`config.mk`:
```
export PLATFORM = sky130hd
export DESIGN_NAME = exc_seq_ctrl
export DESIGN_NICKNAME = d
export VERILOG_FILES = /design/src/rtl/exc_seq_ctrl.sv
export SDC_FILE = /design/constraint.sdc
export NUM_CORES = 1
export LEC_CHECK = 0
export ABC_AREA = 1
export BUFFER_PORTS_ARGS = -buffer_cell sky130_fd_sc_hd__buf_2
export CORE_ASPECT_RATIO = 0.8
export CORE_UTILIZATION = 50
export DETAILED_ROUTE_END_ITERATION = 12
export PLACE_DENSITY = 0.79
export SYNTH_ARGS = -nofsm -noshare
export SYNTH_HDL_FRONTEND = slang
export SYNTH_SLANG_ARGS = --single-unit
```
`constraint.sdc`:
```
create_clock -name clk -period 1.7 [get_ports clk]
set_input_delay 0.085 -clock clk [delete_from_list [all_inputs] [get_ports clk]]
set_output_delay 0.085 -clock clk [all_outputs]
set_load 0.02 [all_outputs]
```
`src/rtl/exc_seq_ctrl.sv`:
```
// exc_seq_ctrl: CP0 exception sequencer.
// Accepts syscall/break/eret from EX and reports the event to CP0 for one cycle.
// It then flushes and stalls the pipeline for FLUSH_CYCLES cycles and redirects
// the PC to the handler (syscall/break) or to EPC (eret).
// Optional feature: define EXC_SEQ_COUNT_EN to count accepted syscall+break events
// on exc_count_o. When the macro is undefined, exc_count_o is tied to 0.
module exc_seq_ctrl #(
    parameter logic [31:0] HANDLER_ADDR = 32'h0000_0040,
    parameter int unsigned FLUSH_CYCLES = 3,
    parameter int unsigned CNT_W        = 16
) (
    input  logic             clk,
    input  logic             rst,
    input  logic             syscall_i,
    input  logic             break_i,
    input  logic             eret_i,
    input  logic [31:0]      inst_addr_i,
    input  logic [31:0]      epc_i,
    output logic             stall_o,
    output logic             flush_o,
    output logic [1:0]       cp0_type_o,
    output logic [31:0]      cp0_addr_o,
    output logic             pc_load_o,
    output logic [31:0]      pc_target_o,
    output logic             busy_o,
    output logic [CNT_W-1:0] exc_count_o
);

    typedef enum logic [1:0] {
        S_IDLE,
        S_ENTER,
        S_FLUSH,
        S_REDIRECT
    } state_t;

    localparam logic [1:0] KIND_SYSCALL = 2'b01;
    localparam logic [1:0] KIND_BREAK   = 2'b10;
    localparam logic [1:0] KIND_ERET    = 2'b11;
    localparam logic [3:0] FLUSH_LOAD   = 4'(FLUSH_CYCLES - 1);

    state_t      state_q;
    state_t      state_d;
    logic [1:0]  req_kind;
    logic [1:0]  kind_q;
    logic [31:0] addr_q;
    logic [31:0] epc_q;
    logic [31:0] tgt_q;
    logic [3:0]  cnt_q;

    // Priority-encode the incoming request: syscall > break > eret.
    always_comb begin
        req_kind = 2'b00;
        if (syscall_i)      req_kind = KIND_SYSCALL;
        else if (break_i)   req_kind = KIND_BREAK;
        else if (eret_i)    req_kind = KIND_ERET;
    end

    // Next-state logic and outputs, which are decoded from the state and the latched registers only.
    always_comb begin
        state_d     = state_q;
        stall_o     = 1'b0;
        busy_o      = 1'b0;
        flush_o     = 1'b0;
        cp0_type_o  = 2'b00;
        pc_load_o   = 1'b0;
        cp0_addr_o  = addr_q;
        pc_target_o = tgt_q;
        case (state_q)
            S_IDLE: begin
                if (req_kind != 2'b00) state_d = S_ENTER;
            end
            S_ENTER: begin
                stall_o    = 1'b1;
                busy_o     = 1'b1;
                flush_o    = 1'b1;
                cp0_type_o = kind_q;
                state_d    = (FLUSH_CYCLES == 1) ? S_REDIRECT : S_FLUSH;
            end
            S_FLUSH: begin
                stall_o = 1'b1;
                busy_o  = 1'b1;
                flush_o = 1'b1;
                // The counter holds the number of FLUSH cycles still to run,
                // including this one.
                if (cnt_q <= 4'd1) state_d = S_REDIRECT;
            end
            S_REDIRECT: begin
                stall_o   = 1'b1;
                busy_o    = 1'b1;
                pc_load_o = 1'b1;
                state_d   = S_IDLE;
            end
            default: state_d = S_IDLE;
        endcase
    end

    // State register, request latches, flush counter and PC target register.
    always_ff @(posedge clk) begin
        if (rst) begin
            state_q <= S_IDLE;
            kind_q  <= 2'b00;
            addr_q  <= '0;
            epc_q   <= '0;
            tgt_q   <= '0;
            cnt_q   <= '0;
        end else begin
            state_q <= state_d;
            if (state_q == S_IDLE && req_kind != 2'b00) begin
                kind_q <= req_kind;
                addr_q <= inst_addr_i;
                epc_q  <= epc_i;
            end
            if (state_q == S_ENTER)
                cnt_q <= FLUSH_LOAD;
            else if (state_q == S_FLUSH)
                cnt_q <= cnt_q - 4'd1;
            if (state_d == S_REDIRECT && state_q != S_REDIRECT)
                tgt_q <= (kind_q == KIND_ERET) ? epc_q : HANDLER_ADDR;
        end
    end

`ifdef EXC_SEQ_COUNT_EN
    logic [CNT_W-1:0] exc_cnt_q;

    // Count each syscall/break as it passes through ENTER. The counter wraps naturally.
    always_ff @(posedge clk) begin
        if (rst)
            exc_cnt_q <= '0;
        else if (state_q == S_ENTER && (kind_q == KIND_SYSCALL || kind_q == KIND_BREAK))
            exc_cnt_q <= exc_cnt_q + CNT_W'(1);
    end

    assign exc_count_o = exc_cnt_q;
`else
    assign exc_count_o = '0;
`endif

endmodule

```
==> results.yml <==
status:
  outcome: "complete, no violations"
placed_design:
  dp.cells: 811
  placed_cell_area_um2: 5050
  dpl_worst_slack_ps: 86.8
  dpl.hpwl_um: 6890
  placement.io_buffers: 138
  gp_congestion: 0.783
critical_path:
  cp-end-kind: "flop"
  crit_slowest_cell: "ha_2"
  cpLargestDelayFamily: "buffers and inverters"
  path_max_fanout: 19
  crit_type: "reg2reg"
  cp_slowest_stage_delay_ps: 370
  arrival_ps: 1860
  start_kind: "flop"
  cp_common_cell: "inv_1"
  cp.required_ps: 1960
  cp_cell_sequence: "inv_1 > ha_2 > inv_1 > nor2_4 > buf_4 > buf_12 > nand3_1 > nand2_1 > nor2_1"
  crit_buf_inv: 4
logic_synthesis:
  synth_seq_cells: 104
  syn_area_per_cell_um2: 7.37
  synth-compound-area-share_pct: 12.2
  synthAdderAreaFrac_pct: 2.00
  synthCells: 593
  synth-xor-area-share_pct: 0
  muxShareOfSynthArea_pct: 0
  yosysTopAreaCell: "dfxtp_1"
  synth_seq_area_share_pct: 47.6
  yosysUniqueCellTypes: 24
  yosys_warnings: 0
  synth-simple-area-share_pct: 26.3
  synth_top_family_by_area: "simple AND/OR/NAND/NOR gates"
  synth_area_um2: 4370
  synth_top_area_share_pct: 47.6
  yosys-top-cells-area: "dfxtp_1, nand2_1, a21oi_1, nand3_1, nor2_1"
clocking:
  numCtsBuffers: 9
  path_clk_slew_ps: 100
  worstSkewPairLatency_ps: 360
  cts-root-buf: "clkbuf_8"
  htree_levels: 3
  clockBufferDepth: 2
  cts_tree: "yes"
  clock_sinks: 104
drt:
  final_antenna_net_count: 0
  drt-total-wl_um: 11600
  drt-pass1-iter-count: 5
  viasPerCell: 5.01
  vias: 4425
  detail_route.wl_per_cell_um: 13.1
  drc: 0
  drtIter0Drc: 275
global_routing:
  antenna_found_initial: 1
  grt_max_degree: 56
  grtUsageTotal_pct: 25.2
  grt_pass1_wl_um: 18500
  grt_pass1_vias: 3939
  grt-ovfl-total: 0
power_and_ir_drop:
  ir_worst_vdd_mv: 0.672
  p_clk_share_pct: 15.5
  p_sw_mw: 3.91
  p_leak_nw: 2.80
  seq_power_share_pct: 38.0
  power_density_nw_per_um2: 1580
  p_total_mw: 9.19
  p_int_mw: 5.28
  sw_frac_of_total_pct: 42.5
  combPwrFrac_pct: 46.6
die:
  die_height_um: 85.6
  row_count: 30
  initial_core_util_pct: 51.5
  ios: 155
  die-area_um2: 9120
  fp.dieW_um: 107
  core_area_um2: 8480
sta:
  fmax_mhz: 626
  rsz0062_at_grt: "false"
  final-max-slew-violation-count: 0
  period_needed_ps: 1600
  hold_viol: 0
  fin_tns_setup_ps: 0
  fin_skew_ps: 9.34
  worst_pin_slew_ps: 592
  fin_crit_sh_pct: 94.0
  setup_slack_ps: 101
  finalSetupViolations: 0
  maxSlewHeadroom_pct: 60.6
final_layout:
  fin_nets: 842
  layout_common_cells: "buf_2, nand2_1, dfxtp_1"
  n_antenna_cell: 0
  final_layout_size_suffix_gt1_share_pct: 24.3
  layout.cells.non_filler: 883
  layout_commonest_cell: "buf_2"
  areaGrowthSynthToFinish_pct: 33.3
  fin_area_um2: 5830
hold_path:
  hp-class: "in2reg"
run:
  maxCapViolations: 0
## registers in the layout, indices dropped and copies added, names as in the netlist
signal and cells:
epc_q 32, cnt_q 4, kind_q 2, cp0_addr_o 32
pc_target_o 32, state_q 2
## logic make-up (layout without fill, tap and decap cells)
logic type	Yosys count	in the layout
other cells	1	16
buf+inv	102	265
flops	104	104
compound gates	105	105
fa+ha+maj	7	7
simple gates	274	274
## worst register-to-register path, cell delays in order (launching register included)
cell	delay, ps
dfxtp_2	360
inv_1	80
ha_2	370
inv_1	80
nor2_4	130
buf_4	130
buf_12	140
nand3_1	100
nand2_1	80
nor2_1	50
## cell usage after synthesis
cell	number
a221oi_1	1
nand2_2	5
buf_6	5
clkbuf_1	16
nor3_1	1
nand3_1	72
dfxtp_1	104
conb_1	1
ha_1	7
buf_4	20
buf_2	14
o21ai_0	16
a21oi_1	86
buf_1	4
nor2_2	4
clkinv_1	1
inv_1	42
nor2_1	65
a21oi_2	1
a31oi_1	1
and3_1	1
or2_2	1
nand2_1	124
nor3b_1	1
## final timing paths
path,start,endpoint,slack (ps),cells after the start
max reg2reg,state_q[1]$_SDFF_PP0_,pc_target_o[27]$_SDFFE_PP0P_,100,9
max,state_q[1]$_SDFF_PP0_,pc_target_o[27]$_SDFFE_PP0P_,100,9
min reg2reg,epc_q[12]$_SDFFE_PP0P_,epc_q[12]$_SDFFE_PP0P_,460,2
min,epc_i[28],epc_q[28]$_SDFFE_PP0P_,20,3
## routing by layer
| metal | up-vias | global-route usage, % | routed length (um) |
|---|---|---|---|
| met1 | 1980 | 33.6 | 5050 |
| met4 | 0 | 7.47 | 143 |
| met2 | 226 | 40.3 | 5320 |
| met3 | 19 | 6.99 | 1060 |
| li1 | 2200 | - | - |
| met5 | - | 0 | 0 |
## metrics by stage
stage | utilization, % | hold WS [ps]
after global routing | 68.7 | 9.22
final | 68.7 | 18.2
after floorplan | - | 196
after CTS | 68.0 | 5.54
after detailed placement | 59.5 | 305
after global placement | 59.5 | 297
## power by group through the flow
stage | Combinational (mW) | Clock (mW) | Sequential [mW]
6_report | 4.28 | 1.42 | 3.49
2_1_floorplan | 2.41 | 0 | 4.02
3_3_place_gp | 3.83 | 0 | 3.49
5_1_grt | 4.72 | 1.57 | 3.56
4_1_cts | 4.07 | 1.47 | 3.47
3_5_place_dp | 3.94 | 0 | 3.52
## area by class of cell
type	count	area, um2
Clock inverter	7	53.8
Inverter	43	161
Multi-Input combinational cell	402	1850
Fill cell	694	2660
Clock buffer	9	124
Tap cell	112	140
Timing Repair Buffer	206	1410
Sequential cell	104	2090
## timing repair
item / in CTS / in global routing
hold endpoints to repair: 53 / 0
cloned: 0 / 1
pin swaps: 0 / 1
resized for setup: 2 / 8
buffers inserted: 0 / 2
setup endpoints to repair: 2 / 33
hold buffers: 53 / 0
No activity file was read; power rests on OpenSTA's default activity.
